## config.mk

```make
export PLATFORM = sky130hd
export DESIGN_NAME = psum_accum_ctrl_gen
export DESIGN_NICKNAME = d
export VERILOG_FILES = /design/src/rtl/psum_accum_ctrl_gen.sv
export SDC_FILE = /design/constraint.sdc
export NUM_CORES = 1
export LEC_CHECK = 0
export CELL_PAD_IN_SITES_DETAIL_PLACEMENT = 1
export CELL_PAD_IN_SITES_GLOBAL_PLACEMENT = 1
export CORE_MARGIN = 2
export CORE_UTILIZATION = 44
export DETAILED_ROUTE_END_ITERATION = 8
export PLACE_DENSITY = 0.94
export SLEW_MARGIN = 30
export SYNTH_ARGS = -nofsm -noshare
export SYNTH_HDL_FRONTEND = slang
export SYNTH_SLANG_ARGS = --single-unit
```

## constraint.sdc

```tcl
create_clock -name clk -period 7 [get_ports clk]
set_clock_uncertainty 0.15 [all_clocks]
set_input_delay 1.05 -clock clk [delete_from_list [all_inputs] [get_ports clk]]
set_output_delay 1.05 -clock clk [all_outputs]
set_load 0.01 [all_outputs]
```

## src/rtl/psum_accum_ctrl_gen.sv

```systemverilog
// rtl/psum_accum_ctrl_gen.sv - partial-sum read-modify-write accumulator controller
// Walks group/pass/index counters, shadows in-flight reads for MEM_DELAY cycles, then writes psum or rdat+psum.
module psum_accum_ctrl_gen #(
  parameter int BIT_WIDTH  = 8,
  parameter int NUM_KERNEL = 4,
  parameter int ADDR_WIDTH = 16,
  parameter int MEM_DELAY  = 2,
  parameter int REG_WIDTH  = 32
) (
  input  logic                             clk,
  input  logic                             rst,
  input  logic                             i_start,
  input  logic [REG_WIDTH-1:0]             i_conf_seglen,
  input  logic [REG_WIDTH-1:0]             i_conf_npass,
  input  logic [REG_WIDTH-1:0]             i_conf_ngroup,
  input  logic [ADDR_WIDTH-1:0]            i_conf_stride,
  input  logic                             i_conf_sat,
  input  logic                             i_psum_vld,
  input  logic [NUM_KERNEL*BIT_WIDTH-1:0]  i_psum_dat,
  output logic [ADDR_WIDTH-1:0]            o_mem_radd,
  output logic                             o_mem_rden,
  input  logic [NUM_KERNEL*BIT_WIDTH-1:0]  i_mem_rdat,
  input  logic                             i_mem_rvld,
  output logic [ADDR_WIDTH-1:0]            o_mem_wadd,
  output logic                             o_mem_wren,
  output logic [NUM_KERNEL*BIT_WIDTH-1:0]  o_mem_wdat,
  output logic                             o_busy,
  output logic                             o_done,
  output logic                             o_ovf,
  output logic                             o_err
);

  localparam int DW = NUM_KERNEL * BIT_WIDTH;
  localparam logic [1:0] S_IDLE  = 2'd0;
  localparam logic [1:0] S_ACCUM = 2'd1;
  localparam logic [1:0] S_DRAIN = 2'd2;
  localparam logic [1:0] S_DONE  = 2'd3;

  logic [1:0]            state_q, state_d;
  logic [REG_WIDTH-1:0]  seglen_q, npass_q, ngroup_q;
  logic [REG_WIDTH-1:0]  idx_q, idx_d, pass_q, pass_d, group_q, group_d;
  logic [ADDR_WIDTH-1:0] stride_q, base_q, base_d;
  logic                  sat_q;

  // Shadow pipeline: wr = entry still owes a write, rd = entry issued a read (kept even when squashed).
  logic [MEM_DELAY:1]    p_wr_q, p_rd_q, p_first_q;
  logic [ADDR_WIDTH-1:0] p_addr_q [1:MEM_DELAY];
  logic [DW-1:0]         p_psum_q [1:MEM_DELAY];

  logic                  wren_q, ovf_q, err_q;
  logic [ADDR_WIDTH-1:0] wadd_q;
  logic [DW-1:0]         wdat_q;

  logic                  cfg_ok, start_ok, start_bad, accept, rd_issue;
  logic                  last_idx, last_pass, last_group;
  logic [ADDR_WIDTH-1:0] addr;
  logic                  head_wr, head_rd, head_first, do_write, err_evt, ovf_evt;
  logic [DW-1:0]         sum_w;
  logic                  ovf_any;
  logic [BIT_WIDTH-1:0]  lane_a, lane_b, lane_s;
  logic                  lane_o;

  assign cfg_ok     = i_conf_seglen >= REG_WIDTH'(MEM_DELAY + 1);
  assign start_ok   = i_start & cfg_ok;
  assign start_bad  = i_start & ~cfg_ok;
  assign accept     = i_psum_vld & (state_q == S_ACCUM) & ~start_ok;
  assign rd_issue   = accept & (pass_q != '0);
  assign addr       = base_q + ADDR_WIDTH'(idx_q);
  assign last_idx   = idx_q == seglen_q;
  assign last_pass  = pass_q == npass_q;
  assign last_group = group_q == ngroup_q;

  assign o_mem_rden = rd_issue;
  assign o_mem_radd = addr;
  assign o_mem_wren = wren_q;
  assign o_mem_wadd = wadd_q;
  assign o_mem_wdat = wdat_q;
  assign o_busy     = (state_q == S_ACCUM) | (state_q == S_DRAIN);
  assign o_done     = state_q == S_DONE;
  assign o_ovf      = ovf_q;
  assign o_err      = err_q;

  assign head_wr    = p_wr_q[MEM_DELAY];
  assign head_rd    = p_rd_q[MEM_DELAY];
  assign head_first = p_first_q[MEM_DELAY];
  assign do_write   = head_wr & (head_first | i_mem_rvld) & ~start_ok;
  assign err_evt    = (head_rd ^ i_mem_rvld) | start_bad;
  assign ovf_evt    = head_wr & ~head_first & i_mem_rvld & ovf_any & ~start_ok;

  always_comb begin
    sum_w   = '0;
    ovf_any = 1'b0;
    lane_a  = '0;
    lane_b  = '0;
    lane_s  = '0;
    lane_o  = 1'b0;
    for (int k = 0; k < NUM_KERNEL; k++) begin
      lane_a = i_mem_rdat[k*BIT_WIDTH +: BIT_WIDTH];
      lane_b = p_psum_q[MEM_DELAY][k*BIT_WIDTH +: BIT_WIDTH];
      lane_s = lane_a + lane_b;
      lane_o = (lane_a[BIT_WIDTH-1] == lane_b[BIT_WIDTH-1]) && (lane_s[BIT_WIDTH-1] != lane_a[BIT_WIDTH-1]);
      if (lane_o) begin
        ovf_any = 1'b1;
        if (sat_q) lane_s = lane_a[BIT_WIDTH-1] ? {1'b1, {(BIT_WIDTH-1){1'b0}}} : {1'b0, {(BIT_WIDTH-1){1'b1}}};
      end
      sum_w[k*BIT_WIDTH +: BIT_WIDTH] = lane_s;
    end
  end

  always_comb begin
    state_d = state_q;
    idx_d   = idx_q;
    pass_d  = pass_q;
    group_d = group_q;
    base_d  = base_q;
    if (start_ok) begin
      state_d = S_ACCUM;
      idx_d   = '0;
      pass_d  = '0;
      group_d = '0;
      base_d  = '0;
    end else begin
      if (accept) begin
        if (last_idx) begin
          idx_d = '0;
          if (last_pass) begin
            pass_d  = '0;
            group_d = group_q + 1'b1;
            base_d  = base_q + stride_q;
            if (last_group) state_d = S_DRAIN;
          end else begin
            pass_d = pass_q + 1'b1;
          end
        end else begin
          idx_d = idx_q + 1'b1;
        end
      end
      if ((state_q == S_DRAIN) && (p_wr_q == '0) && (p_rd_q == '0)) state_d = S_DONE;
    end
  end

  always_ff @(posedge clk) begin
    if (rst) begin
      state_q  <= S_IDLE;
      idx_q    <= '0;
      pass_q   <= '0;
      group_q  <= '0;
      base_q   <= '0;
      seglen_q <= '0;
      npass_q  <= '0;
      ngroup_q <= '0;
      stride_q <= '0;
      sat_q    <= 1'b0;
      wren_q   <= 1'b0;
      wadd_q   <= '0;
      wdat_q   <= '0;
      ovf_q    <= 1'b0;
      err_q    <= 1'b0;
    end else begin
      state_q <= state_d;
      idx_q   <= idx_d;
      pass_q  <= pass_d;
      group_q <= group_d;
      base_q  <= base_d;
      if (start_ok) begin
        seglen_q <= i_conf_seglen;
        npass_q  <= i_conf_npass;
        ngroup_q <= i_conf_ngroup;
        stride_q <= i_conf_stride;
        sat_q    <= i_conf_sat;
      end
      wren_q <= do_write;
      wadd_q <= p_addr_q[MEM_DELAY];
      wdat_q <= head_first ? p_psum_q[MEM_DELAY] : sum_w;
      ovf_q  <= ovf_q | ovf_evt;
      err_q  <= err_q | err_evt;
    end
  end

  always_ff @(posedge clk) begin
    if (rst) begin
      p_wr_q    <= '0;
      p_rd_q    <= '0;
      p_first_q <= '0;
      for (int s = 1; s <= MEM_DELAY; s++) begin
        p_addr_q[s] <= '0;
        p_psum_q[s] <= '0;
      end
    end else begin
      for (int s = MEM_DELAY; s >= 2; s--) begin
        p_wr_q[s]    <= p_wr_q[s-1] & ~start_ok;
        p_rd_q[s]    <= p_rd_q[s-1];
        p_first_q[s] <= p_first_q[s-1];
        p_addr_q[s]  <= p_addr_q[s-1];
        p_psum_q[s]  <= p_psum_q[s-1];
      end
      p_wr_q[1]    <= accept;
      p_rd_q[1]    <= rd_issue;
      p_first_q[1] <= pass_q == '0;
      p_addr_q[1]  <= addr;
      p_psum_q[1]  <= i_psum_dat;
    end
  end

endmodule

```

---- Word-level counts from Yosys, hierarchy flattened ----
Memories as Yosys holds them, arrays and structs flattened. A register that Yosys moved wholly into a read port is not among the register bits.
Index checks and enable logic that the tools add are counted.
word-level totals
  bits in registers ....................... 268
  RAM bits ................................ 96
  output and inout bits ................... 70
  logic and storage cells ................. 124
  memories kept ........................... 2
operators by class
  add/sub/neg operators ................... 9
  $lt $le $gt $ge ......................... 1
  equality and inequality tests ........... 14
  muxes and demuxes ....................... 32
  bitwise operators ....................... 25
  reductions and logical operators ........ 23
memory list
  name      depth  width  rd ports  clocked after memory_dff  write ports  line  text
  p_psum_q  2      32     2         0                         2            48    logic [DW-1:0] p_psum_q [1:MEM_DELAY];
  p_addr_q  2      16     2         1                         2            47    logic [ADDR_WIDTH-1:0] p_addr_q [1:MEM_DELAY];
operators with widths
  cell                                                  number
  two-way mux 32 bit                                    5
  adder 32 x 1 -> 32 bit, second input constant         3
  equality test 32 bit                                  3
  two-way mux 8 bit                                     12
  adder 16 bit                                          2
  adder 8 bit                                           4
  >= comparator 32 x 2 -> 1 bit, second input constant  1
  logical NOT 32 bit                                    1
  two-way mux 16 bit                                    2
  nonzero test 32 bit                                   1
  bitwise AND 1 bit                                     12
  nonzero test 3 bit                                    4
  two-way mux 2 bit                                     5
  bitwise OR 1 bit                                      9
  two-way mux 1 bit                                     8
  AND reduction 4 bit                                   2
  nonzero test 2 bit                                    4
  logical AND 1 bit                                     6
  equality test 1 bit                                   4
  equality test 2 bit, second input constant            2
  logical NOT 2 bit                                     2
  inequality test 1 bit                                 4
  inverter 1 bit                                        3
  AND reduction 3 bit                                   1
  4 further kinds                                       4

---- Longest topological paths before layout ----
Gate-level depths: netlist of run 1.
An unclocked memory read counts as a cell.
  depth in word-level cells ............... 11
  depth in mapped cells ................... 10
  gate-level depth less buffers ........... 10

---- Least setup slack after synthesis of run 1 ----
No wires, ideal clock.
  path type ............................... input-to-output
  from .................................... in i_conf_seglen[26]
  to ...................................... out o_mem_rden
  data arrival time ....................... 2516 ps
  required time ........................... 5800 ps
  slack ................................... 3284 ps
  stages .................................. 7
  path through ............................ nor4_1 > nand4_1 > o21a_1 > buf_2 > clkbuf_1 > clkbuf_1 > nor3_1
on the way
  longest elaborated chain between the ends .. 5
ends and longest elaborated chain
  item                           line  text
  start, declared                13    input logic [REG_WIDTH-1:0] i_conf_seglen,
  >= comparator 32 x 2 -> 1 bit  63    assign cfg_ok = i_conf_seglen >= REG_WIDTH'(MEM_DELAY + 1);
  bitwise AND 1 bit              64    assign start_ok = i_start & cfg_ok;
  inverter 1 bit                 66    assign accept = i_psum_vld & (state_q == S_ACCUM) & ~start_ok;
  bitwise AND 1 bit              66
  bitwise AND 1 bit              67    assign rd_issue = accept & (pass_q != '0);
  end, declared                  21    output logic o_mem_rden,
No other way between the ends.

---- Worst setup path in the final report of run 1 ----
  from .................................... in i_conf_seglen[10]
  to ...................................... out o_mem_rden
The elaborated chain is that of the path after synthesis.

==> impl_results.md, run 1 <==
- Post-placement cell area: 20200 um^2
- Die width: 202 um
- Maximum cell stage delay along the critical path: 0.62 ns
- Post-placement worst setup slack: 1.75 ns
- Hold violation total from the final report: 0
- Number of buffers created by CTS: 42
- Post-synthesis async set-or-reset flop share: 0%
- Total via count after detailed routing: 15868
- Worst path cell trace: clkdlybuf4s50_1, a211oi_1, nand4_1, o21a_4, nor3_1, clkdlybuf4s50_1
- DR vias/cell: 5.71
- Global-route wire length before repair: 90800 um
- Number of nets in the finished design: 2481
- Final Cycle Share: 74.3%
- Number of synthesized flops with an enable pin: 0
- Crit Reg-Reg Endpoint: group_q[18]$_SDFFE_PP0P_
- Number of distinct library cells after synthesis: 60
- Final HPWL from detailed placement: 39700 um
- Combined area of the multi-input logic cells: 9160 um^2
- Non-Filler Cell Area, Final: 21600 um^2
- Flop and latch count out of synthesis: 380
- Pleak: 8.42 nW
- Total of cells resized after clock tree synthesis: 0
- Worst reg-to-reg setup slack: 3.04 ns
- Post-CTS clock slew at the launch and capture registers of the worst setup and hold paths: 0.06 ns
- Global-route met3 utilization: 4.26%
- Post-placement cell count: 2702
- Clock root buffer: sky130_fd_sc_hd__clkbuf_16
- Max VDD drop: 195 uV
- Biggest fanout along the worst timing path: 31
- Number of cells on the worst hold path: 1
- Final total negative setup slack: 0 ns
- Final antenna-violating net count: 0
- Clock tree from TritonCTS: yes
- Sort of element at the end of the critical path: primary output
- Worst-path cell with the longest stage delay: sky130_fd_sc_hd__clkdlybuf4s50_1
- Setup repair after global routing missed its margin: no
- Arrival time of the worst setup path: 4.00 ns
- Post-synth top flop: sky130_fd_sc_hd__dfxtp_1
- Beginning of the worst register-to-register path: idx_q[14]$_SDFFE_PP0N_
- Area contributors post-synth: sky130_fd_sc_hd__dfxtp_1 44%, sky130_fd_sc_hd__nand2_1 6.6%, sky130_fd_sc_hd__a21oi_1 6.0%
- Number of placement rows: 72
- Final Slew Violations: 0
- Global routing usage on met1: 31.7%
- Critical Path RT: 5.80 ns
- Util after Layout: 55.8%
- Insertion delay of the later-clocked pin in the worst-skew pair: 0.56 ns
- Initial standard-cell utilization of the core: 44.7%
- Core Box Area: 38700 um^2
- Initial DRC Count: 983
- Number of antenna violations at the first check in global routing: 2
- Clk sink count: 380
- Sequential element share of the synthesized area: 44.0%
- Proportion of layout cells with a drive suffix above 1: 4.21%
- Via count of the first global-routing pass: 16938
- Mean instance size in the synthesized netlist: 8.55 um^2
- Hold path start: p_addr_q[2][2]$_SDFF_PP0_
- Area added between synthesis and finish: 24.8%
- Gate Count Post-Synth: 2024
- Routed WL per cell: 20.8 um
- Placer's final routability congestion estimate: 0.871
- Final routed DRC violation total: 0
- Number of fillers in the final layout: 4485
- Fraction of post-synthesis cell area in the top cell type by area: 44.0%
- Register area: 7610 um^2
- Worst Hold End: o_mem_wadd[2]$_SDFF_PP0_
- TritonRoute pass-1 iters: 5
- Pin count of the biggest net entering global routing: 104
- H-tree level count: 2
- Area leader, netlist: sky130_fd_sc_hd__dfxtp_1
- Global-route usage over all layers: 27.6%
- Hold-fix buffer count after cts: 0
- Highest clock frequency the design can meet: 0.192 GHz
- Slack of the critical path: 1.80 ns
- Most used routing layer in global routing: met2
- Number of ports placed on the die boundary: 252
- Count of cells along the worst register-to-register path: 7
- Clock period minus final worst setup slack: 5.20 ns
- Count of non-filler cells in the finished layout: 2779
- Maximum capacitance violations: 0
- Number of warnings issued by yosys: 0
- Crit path top cell by count: sky130_fd_sc_hd__clkdlybuf4s50_1
- Worst Setup Start Kind: input port
- Vertical die dimension: 202 um
- Fraction of met2 tracks used by global routing: 50.2%
- Number of failing setup endpoints in the final timing report: 0
- Status: finished, final reports clean
- Pwr/cell area: 235 nW/um^2
- Net count after synthesis: 2277
- Class of the tightest hold or removal check: reg -> reg
- Synthesized area: 17300 um^2
- Die area: 40900 um^2
- Port Buf Inserts: 251
- Overall routed net length: 57800 um
- Overflow after GRT: 0
- # Post-CTS Setup Buffers: 0
- Clock Tree Buf Depth: 3
- Pin slew with the least headroom to its limit: 0.961 ns
- Startpoint-to-endpoint class of the critical path: in -> out
- Slew margin rel.: 36.0%
==> worst max-delay path: cells and delay by family <==
kind	cells	cell delay [ns]
compound gates	2	0.97
buf+inv	2	1.19
simple gates	2	0.77
==> sequential cells by signal, summed over array words and instances (netlist names), 32 cells and up <==
register and count:
group_q 32, idx_q 32, ngroup_q 32, npass_q 32, o_mem_wdat 32, p_addr_q 32
p_psum_q 64, pass_q 32, seglen_q 32
==> per-stage QoR <==
step	hold slack, ns	total power, W
finish	0.282	0.00507
global route	0.302	0.00524
CTS	0.284	0.00511
detailed placement	0.274	0.00279
global placement	0.266	0.00276
floorplan	0.264	0.00256
==> area by class of cell <==
class / instances / share of cell area, %
antenna: 2 / 0.0232
clock inverter: 15 / 0.828
inverter: 46 / 0.799
tap: 518 / 3.00
multi-input combinational: 1500 / 42.4
clock buffer: 60 / 5.79
timing repair buffer: 258 / 11.9
sequential: 380 / 35.2
==> placed cells by master (no fill, tap or decap), drive strengths merged, types with 54 or more instances in the layout <==
cell type        n
ha              65
nand2          302
dfxtp          380
clkbuf          61
xor2           112
clkdlybuf4s50  250
xnor2           77
a21oi          206
o21ai           54
nor2           118
nor2b          129
==> synth_stat cells, types with 7 or more instances <==
cell                       instances
sky130_fd_sc_hd__or4_1            15
sky130_fd_sc_hd__and3_1           19
sky130_fd_sc_hd__o21a_1            7
sky130_fd_sc_hd__mux2i_1          10
sky130_fd_sc_hd__a21oi_1         206
sky130_fd_sc_hd__or3_1            39
sky130_fd_sc_hd__dfxtp_1         380
sky130_fd_sc_hd__a21o_1           12
sky130_fd_sc_hd__clkbuf_1         87
sky130_fd_sc_hd__ha_1             65
sky130_fd_sc_hd__a211oi_1         29
sky130_fd_sc_hd__a31oi_1           7
sky130_fd_sc_hd__nor4_1           41
sky130_fd_sc_hd__nand2_1         302
sky130_fd_sc_hd__nand4_1          48
sky130_fd_sc_hd__nor2_1          117
sky130_fd_sc_hd__inv_1            46
sky130_fd_sc_hd__xnor2_1          77
sky130_fd_sc_hd__xor2_1          112
sky130_fd_sc_hd__nand3_1          49
sky130_fd_sc_hd__nor3_1           52
sky130_fd_sc_hd__nor2b_1         129
sky130_fd_sc_hd__o21ai_0          50
sky130_fd_sc_hd__and2_1           19
sky130_fd_sc_hd__o31ai_1          14
==> cell families after synthesis <==
group / Yosys count / synth area share (%)
compound gates: 371 / 12.5
xor+xnor: 189 / 9.57
fa+ha+maj: 71 / 5.39
buf+inv: 144 / 3.20
flops: 380 / 44.0
mux: 12 / 0.709
simple gates: 857 / 24.7
==> report_power, final <==
| part | internal [W] | switching (W) |
|---|---|---|
| Clock | 0.00139 | 0.000921 |
| Sequential | 0.00224 | 0.0000540 |
| Combinational | 0.000235 | 0.000239 |
==> worst max path at each step <==
stage,start,to,slack [ns],cells after the start
2_1_floorplan,i_conf_seglen[26],o_mem_rden,3.28,7
3_3_place_gp,i_conf_seglen[5],group_q[22]$_SDFFE_PP0P_,2.01,8
3_5_place_dp,i_conf_seglen[10],group_q[22]$_SDFFE_PP0P_,1.75,8
4_1_cts,i_conf_seglen[10],o_mem_rden,1.89,6
5_1_grt,i_conf_seglen[10],o_mem_rden,1.78,6
6_report,i_conf_seglen[10],o_mem_rden,1.80,6
==> metal layers <==
layer | share of wire (%) | routed length [um] | up-vias
met1 | 40 | 23000 | 7755
met3 | 5.3 | 3040 | 182
met2 | 50 | 29000 | 544
met5 | 0 | 0 | -
met4 | 4.7 | 2720 | 0
li1 | - | - | 7387
No activity file was read; power rests on OpenSTA's default activity.
==> inputs of run 2 (changes only) <==
--- a/config.mk
+++ b/config.mk
@@ -8,9 +8,9 @@
 export CELL_PAD_IN_SITES_DETAIL_PLACEMENT = 1
 export CELL_PAD_IN_SITES_GLOBAL_PLACEMENT = 1
 export CORE_MARGIN = 2
-export CORE_UTILIZATION = 44
+export CORE_UTILIZATION = 41
 export DETAILED_ROUTE_END_ITERATION = 8
-export PLACE_DENSITY = 0.94
+export PLACE_DENSITY = 0.89
 export SLEW_MARGIN = 30
 export SYNTH_ARGS = -nofsm -noshare
 export SYNTH_HDL_FRONTEND = slang
==> constraint.sdc (replaced) <==
create_clock -name clk -period 5.2 [get_ports clk]
set_clock_uncertainty 0.15 [all_clocks]
set_input_delay 0.78 -clock clk [delete_from_list [all_inputs] [get_ports clk]]
set_output_delay 0.78 -clock clk [all_outputs]
set_load 0.01 [all_outputs]
==> impl_results.md, run 2 (same netlist as run 1, synthesis figures left out) <==
- Initial standard-cell utilization of the core: 41.4%
- Commonest cells after routing, fill and taps aside: 379 x sky130_fd_sc_hd__dfxtp_1, 302 x sky130_fd_sc_hd__nand2_1, 250 x sky130_fd_sc_hd__clkdlybuf4s50_1
- Class of the tightest hold or removal check: reg -> reg
- TritonRoute pass-1 iters: 5
- Final routed DRC violation total: 0
- Pin slew with the least headroom to its limit: 0.886 ns
- Max VDD drop: 232 uV
- Antenna diode count: 0
- Pwr/cell area: 311 nW/um^2
- Max layer used: met4
- Die width: 209 um
- Number of placement rows: 75
- Internal power contribution: 0.00512 W
- Insertion delay of the later-clocked pin in the worst-skew pair: 0.58 ns
- Global-route wire length before repair: 85300 um
- Number of antenna violations at the first check in global routing: 0
- Switching share of power: 24.0%
- Final Slew Violations: 0
- Hold path start: p_psum_q[1][25]$_SDFF_PP0_
- Final HPWL from detailed placement: 39200 um
- Post-placement cell area: 20300 um^2
- Overall routed net length: 54000 um
- Metal3 WL: 2320 um
- Commonest non-fill, non-tap cell in the layout: sky130_fd_sc_hd__dfxtp_1
- Slew margin rel.: 40.8%
- Startpoint-to-endpoint class of the critical path: in -> out
- Hold-fix buffer count after cts: 0
- Biggest fanout along the worst timing path: 19
- Final antenna-violating net count: 0
- Highest clock frequency the design can meet: 0.217 GHz
- Total of cells resized after clock tree synthesis: 0
- Final Cycle Share: 88.5%
- Power share of the clock group: 44.9%
- Number of buffers created by CTS: 44
- Setup repair after global routing missed its margin: no
- Worst setup startpoint: i_conf_seglen[9]
- Vertical die dimension: 209 um
- Maximum capacitance violations: 0
- Number of ports placed on the die boundary: 252
- Number of fillers in the final layout: 4824
- Via count of the first global-routing pass: 16287
- Largest Register: p_psum_q
- Clock Tree Buf Depth: 3
- Hold violation total from the final report: 0
- Placer's final routability congestion estimate: 0.886
- Pin count of the biggest net entering global routing: 106
- Number of failing setup endpoints in the final timing report: 0
- Arrival time of the worst setup path: 3.67 ns
- Comb pwr share: 9.4%
- Overflow after GRT: 0
- Initial DRC Count: 915
- H-tree level count: 2
- Clock period minus final worst setup slack: 4.60 ns
- Amount of wire on met2 after detailed routing: 27000 um
- Total via count after detailed routing: 15451
- Clock tree from TritonCTS: yes
- Die area: 43900 um^2
- Port Buf Inserts: 251
- Non-Filler Cell Area, Final: 21700 um^2
- Sort of element at the end of the critical path: primary output
- Register area: 7610 um^2
- Area added between synthesis and finish: 25.2%
- Proportion of layout cells with a drive suffix above 1: 4.23%
- Final total negative setup slack: 0 ns
- Net switching power: 0.00162 W
- DR vias/cell: 5.50
- Clock root buffer: sky130_fd_sc_hd__clkbuf_16
- Max FFs per register: 64
- Post-CTS clock slew at the launch and capture registers of the worst setup and hold paths: 0.06 ns
- Sequential power share: 45.7%
- Routed WL per cell: 19.2 um
- Critical Path RT: 4.27 ns
- Pleak: 8.43 nW
- Number of nets in the finished design: 2492
- Sum of routed wire segments on met1: 22500 um
- Clk sink count: 380
- Beginning of the worst register-to-register path: group_q[4]$_SDFFE_PP0P_
- Worst Setup Start Kind: input port
- Status: finished, final reports clean
- # Post-CTS Setup Buffers: 0
- Core Box Area: 41800 um^2
- Combined area of the multi-input logic cells: 9160 um^2
- Global-route usage over all layers: 24.2%
run 2: stage by stage:
stage / hold WS, ns / utilization, % / std cells / power, W / setup WS [ns]
after floorplan: 0.264 / - / 2024 / 0.00344 / 2.02
after global placement: 0.268 / 48.5 / 2732 / 0.00373 / 0.784
after detailed placement: 0.275 / 48.5 / 2732 / 0.00376 / 0.744
after CTS: 0.279 / 51.9 / 2808 / 0.00679 / 0.598
after global routing: 0.299 / 51.9 / 2808 / 0.00697 / 0.355
final: 0.283 / 51.9 / 2808 / 0.00673 / 0.597
run 2: worst max-delay path, stage by stage:
cell                              delay (ns)
sky130_fd_sc_hd__clkdlybuf4s50_1        0.44
sky130_fd_sc_hd__nor4_1                 0.61
sky130_fd_sc_hd__nand4_1                0.37
sky130_fd_sc_hd__o21a_4                 0.40
sky130_fd_sc_hd__nor3_1                 0.44
sky130_fd_sc_hd__clkdlybuf4s50_1        0.64
run 2: final timing paths:
kind | to | slack, ns | cells past startpoint
worst max-delay path | o_mem_rden | 0.60 | 6
worst min-delay path | p_psum_q[2][25]$_SDFF_PP0_ | 0.28 | 1
worst max register to register | group_q[31]$_SDFFE_PP0P_ | 1.53 | 7
worst min register to register | p_psum_q[2][25]$_SDFF_PP0_ | 0.28 | 1
run 2: area by class of cell:
cell class,count,share of cell area [%]
clock inverter,11,0.543
tap,539,3.11
inverter,46,0.797
sequential,380,35.1
clock buffer,65,5.87
timing repair buffer,267,12.2
multi-input combinational,1500,42.3
run 2: power groups by stage:
stage	sequential, W	combinational, W	clock (W)
after floorplan	0.00312	0.000319	0
after global placement	0.00314	0.000595	0
after detailed placement	0.00314	0.000623	0
after CTS	0.00308	0.000633	0.00308
after global routing	0.00309	0.000689	0.00320
final	0.00308	0.000630	0.00302
run 2: per-layer routing:
layer | GRT usage [%] | vias up
met3 | 3.49 | 120
met2 | 44.0 | 404
met4 | 10.6 | 0
li1 | - | 7392
met5 | 0 | -
met1 | 28.4 | 7535
==> inputs of run 3 (changes only) <==
--- a/config.mk
+++ b/config.mk
@@ -7,6 +7,7 @@
 export LEC_CHECK = 0
 export CELL_PAD_IN_SITES_DETAIL_PLACEMENT = 1
 export CELL_PAD_IN_SITES_GLOBAL_PLACEMENT = 1
+export CORE_ASPECT_RATIO = 0.9
 export CORE_MARGIN = 2
 export CORE_UTILIZATION = 41
 export DETAILED_ROUTE_END_ITERATION = 8
==> impl_results.md, run 3 (same netlist as run 1, synthesis figures left out) <==
- Clock Tree Buf Depth: 3
- Number of buffers created by CTS: 42
- Number of ports placed on the die boundary: 252
- Placer's final routability congestion estimate: 0.865
- Proportion of layout cells with a drive suffix above 1: 4.41%
- Pin slew with the least headroom to its limit: 0.869 ns
- Routed WL per cell: 20.2 um
- Overall routed net length: 56800 um
- Total of cells resized after clock tree synthesis: 0
- Post-CTS clock slew at the launch and capture registers of the worst setup and hold paths: 0.06 ns
- Total via count after detailed routing: 15594
- Clock tree from TritonCTS: yes
- Largest Register: p_psum_q
- Pleak: 8.45 nW
- Sort of element at the end of the critical path: primary output
- Post-route worst hold slack: 0.281 ns
- Via count of the first global-routing pass: 16452
- Initial DRC Count: 894
- Core Box Area: 41800 um^2
- DR vias/cell: 5.54
- Initial standard-cell utilization of the core: 41.4%
- Commonest cells after routing, fill and taps aside: 379 x sky130_fd_sc_hd__dfxtp_1, 301 x sky130_fd_sc_hd__nand2_1, 250 x sky130_fd_sc_hd__clkdlybuf4s50_1
- Port Buf Inserts: 251
- Final Slew Violations: 0
- H-tree level count: 2
- Startpoint-to-endpoint class of the critical path: reg -> out
- Max FFs per register: 64
- Maximum capacitance violations: 0
- Maximum cell stage delay along the critical path: 0.58 ns
- Die area: 43900 um^2
- Critical Path RT: 4.27 ns
- Arrival time of the worst setup path: 3.75 ns
- Worst Setup Start Kind: flop
- Clock root buffer: sky130_fd_sc_hd__clkbuf_16
- Number of failing setup endpoints in the final timing report: 0
- Max VDD drop: 265 uV
- Final Cycle Share: 89.9%
- Number of fillers in the final layout: 4794
- Hold-fix buffer count after cts: 0
- Vertical die dimension: 199 um
- Biggest fanout along the worst timing path: 6
- Highest clock frequency the design can meet: 0.214 GHz
- Die width: 221 um
- Number of placement rows: 71
- Slew margin rel.: 41.9%
- Insertion delay of the later-clocked pin in the worst-skew pair: 0.57 ns
- Global-route usage over all layers: 25.5%
- Commonest non-fill, non-tap cell in the layout: sky130_fd_sc_hd__dfxtp_1
- Number of antenna violations at the first check in global routing: 1
- Final total negative setup slack: 0 ns
- Worst-path cell with the longest stage delay: sky130_fd_sc_hd__clkdlybuf4s50_1
- Hold violation total from the final report: 0
- Pwr/cell area: 314 nW/um^2
- Class of the tightest hold or removal check: reg -> reg
- Final antenna-violating net count: 0
- Number of nets in the finished design: 2488
- Worst path cell trace: ha_1, inv_1, fa_1, nor2b_1, o21ai_0, a21boi_0, o21a_1, a211o_1, a31oi_1, xnor2_1, clkdlybuf4s50_1
- Util after Layout: 52.0%
- Global-route wire length before repair: 88400 um
- TritonRoute pass-1 iters: 6
- Combined area of the multi-input logic cells: 9160 um^2
- Final HPWL from detailed placement: 39600 um
- Register area: 7610 um^2
- Pin count of the biggest net entering global routing: 117
- Setup repair after global routing missed its margin: no
- Area added between synthesis and finish: 25.5%
- Final routed DRC violation total: 0
- # Post-CTS Setup Buffers: 0
- Status: finished, final reports clean
- Clock period minus final worst setup slack: 4.68 ns
- Clk sink count: 380
- Overflow after GRT: 0
[run 3: final timing paths]
check                               start                       end  slack [ns]  cells past startpoint
hold reg to reg   p_first_q[1]$_SDFF_PP0_   p_first_q[2]$_SDFF_PP0_        0.28                      1
setup reg to reg  group_q[5]$_SDFFE_PP0P_  group_q[30]$_SDFFE_PP0P_        1.44                      7
hold / removal    p_first_q[1]$_SDFF_PP0_   p_first_q[2]$_SDFF_PP0_        0.28                      1
setup / recovery    idx_q[0]$_SDFFE_PP0N_            o_mem_radd[14]        0.52                     11
[run 3: layer usage]
layer	vias up	part of all wire, %	GRT usage (%)
li1	7386	-	-
met1	7604	42	31.4
met2	468	48	43.7
met3	136	6.0	5.15
met4	0	3.8	9.95
met5	-	0	0
[run 3: layout make-up]
class,count,area share [%]
timing repair buffer,265,12.1
antenna,1,0.0115
sequential,380,35.0
clock inverter,10,0.496
clock buffer,67,6.17
multi-input combinational,1500,42.2
tap,547,3.15
inverter,46,0.795
[run 3: stage by stage]
stage	setup WS (ns)	instances	power [W]	instance area, um^2
finish	0.523	2816	0.00681	21700
global placement	1.12	2738	0.00373	20300
CTS	0.500	2815	0.00687	21700
detailed placement	0.944	2738	0.00376	20300
floorplan	2.02	2024	0.00344	17300
global route	0.217	2816	0.00706	21700
[run 3: worst max-delay path, delay by kind of cell, from the launching register on]
| kind | cells | cell delay, ns |
|---|---|---|
| AO/OA/AOI/OAI | 5 | 1.08 |
| buffers and inverters | 2 | 0.64 |
| adder cells (fa/ha/maj) | 2 | 0.63 |
| flip-flops | 1 | 0.44 |
| XOR/XNOR | 1 | 0.24 |
| AND/OR/NAND/NOR | 1 | 0.16 |
[run 3: power breakdown]
group,switching [W],internal [W],total (W)
registers,0.0000611,0.00301,0.00307
logic,0.000323,0.000319,0.000642
clock network,0.00124,0.00186,0.00310
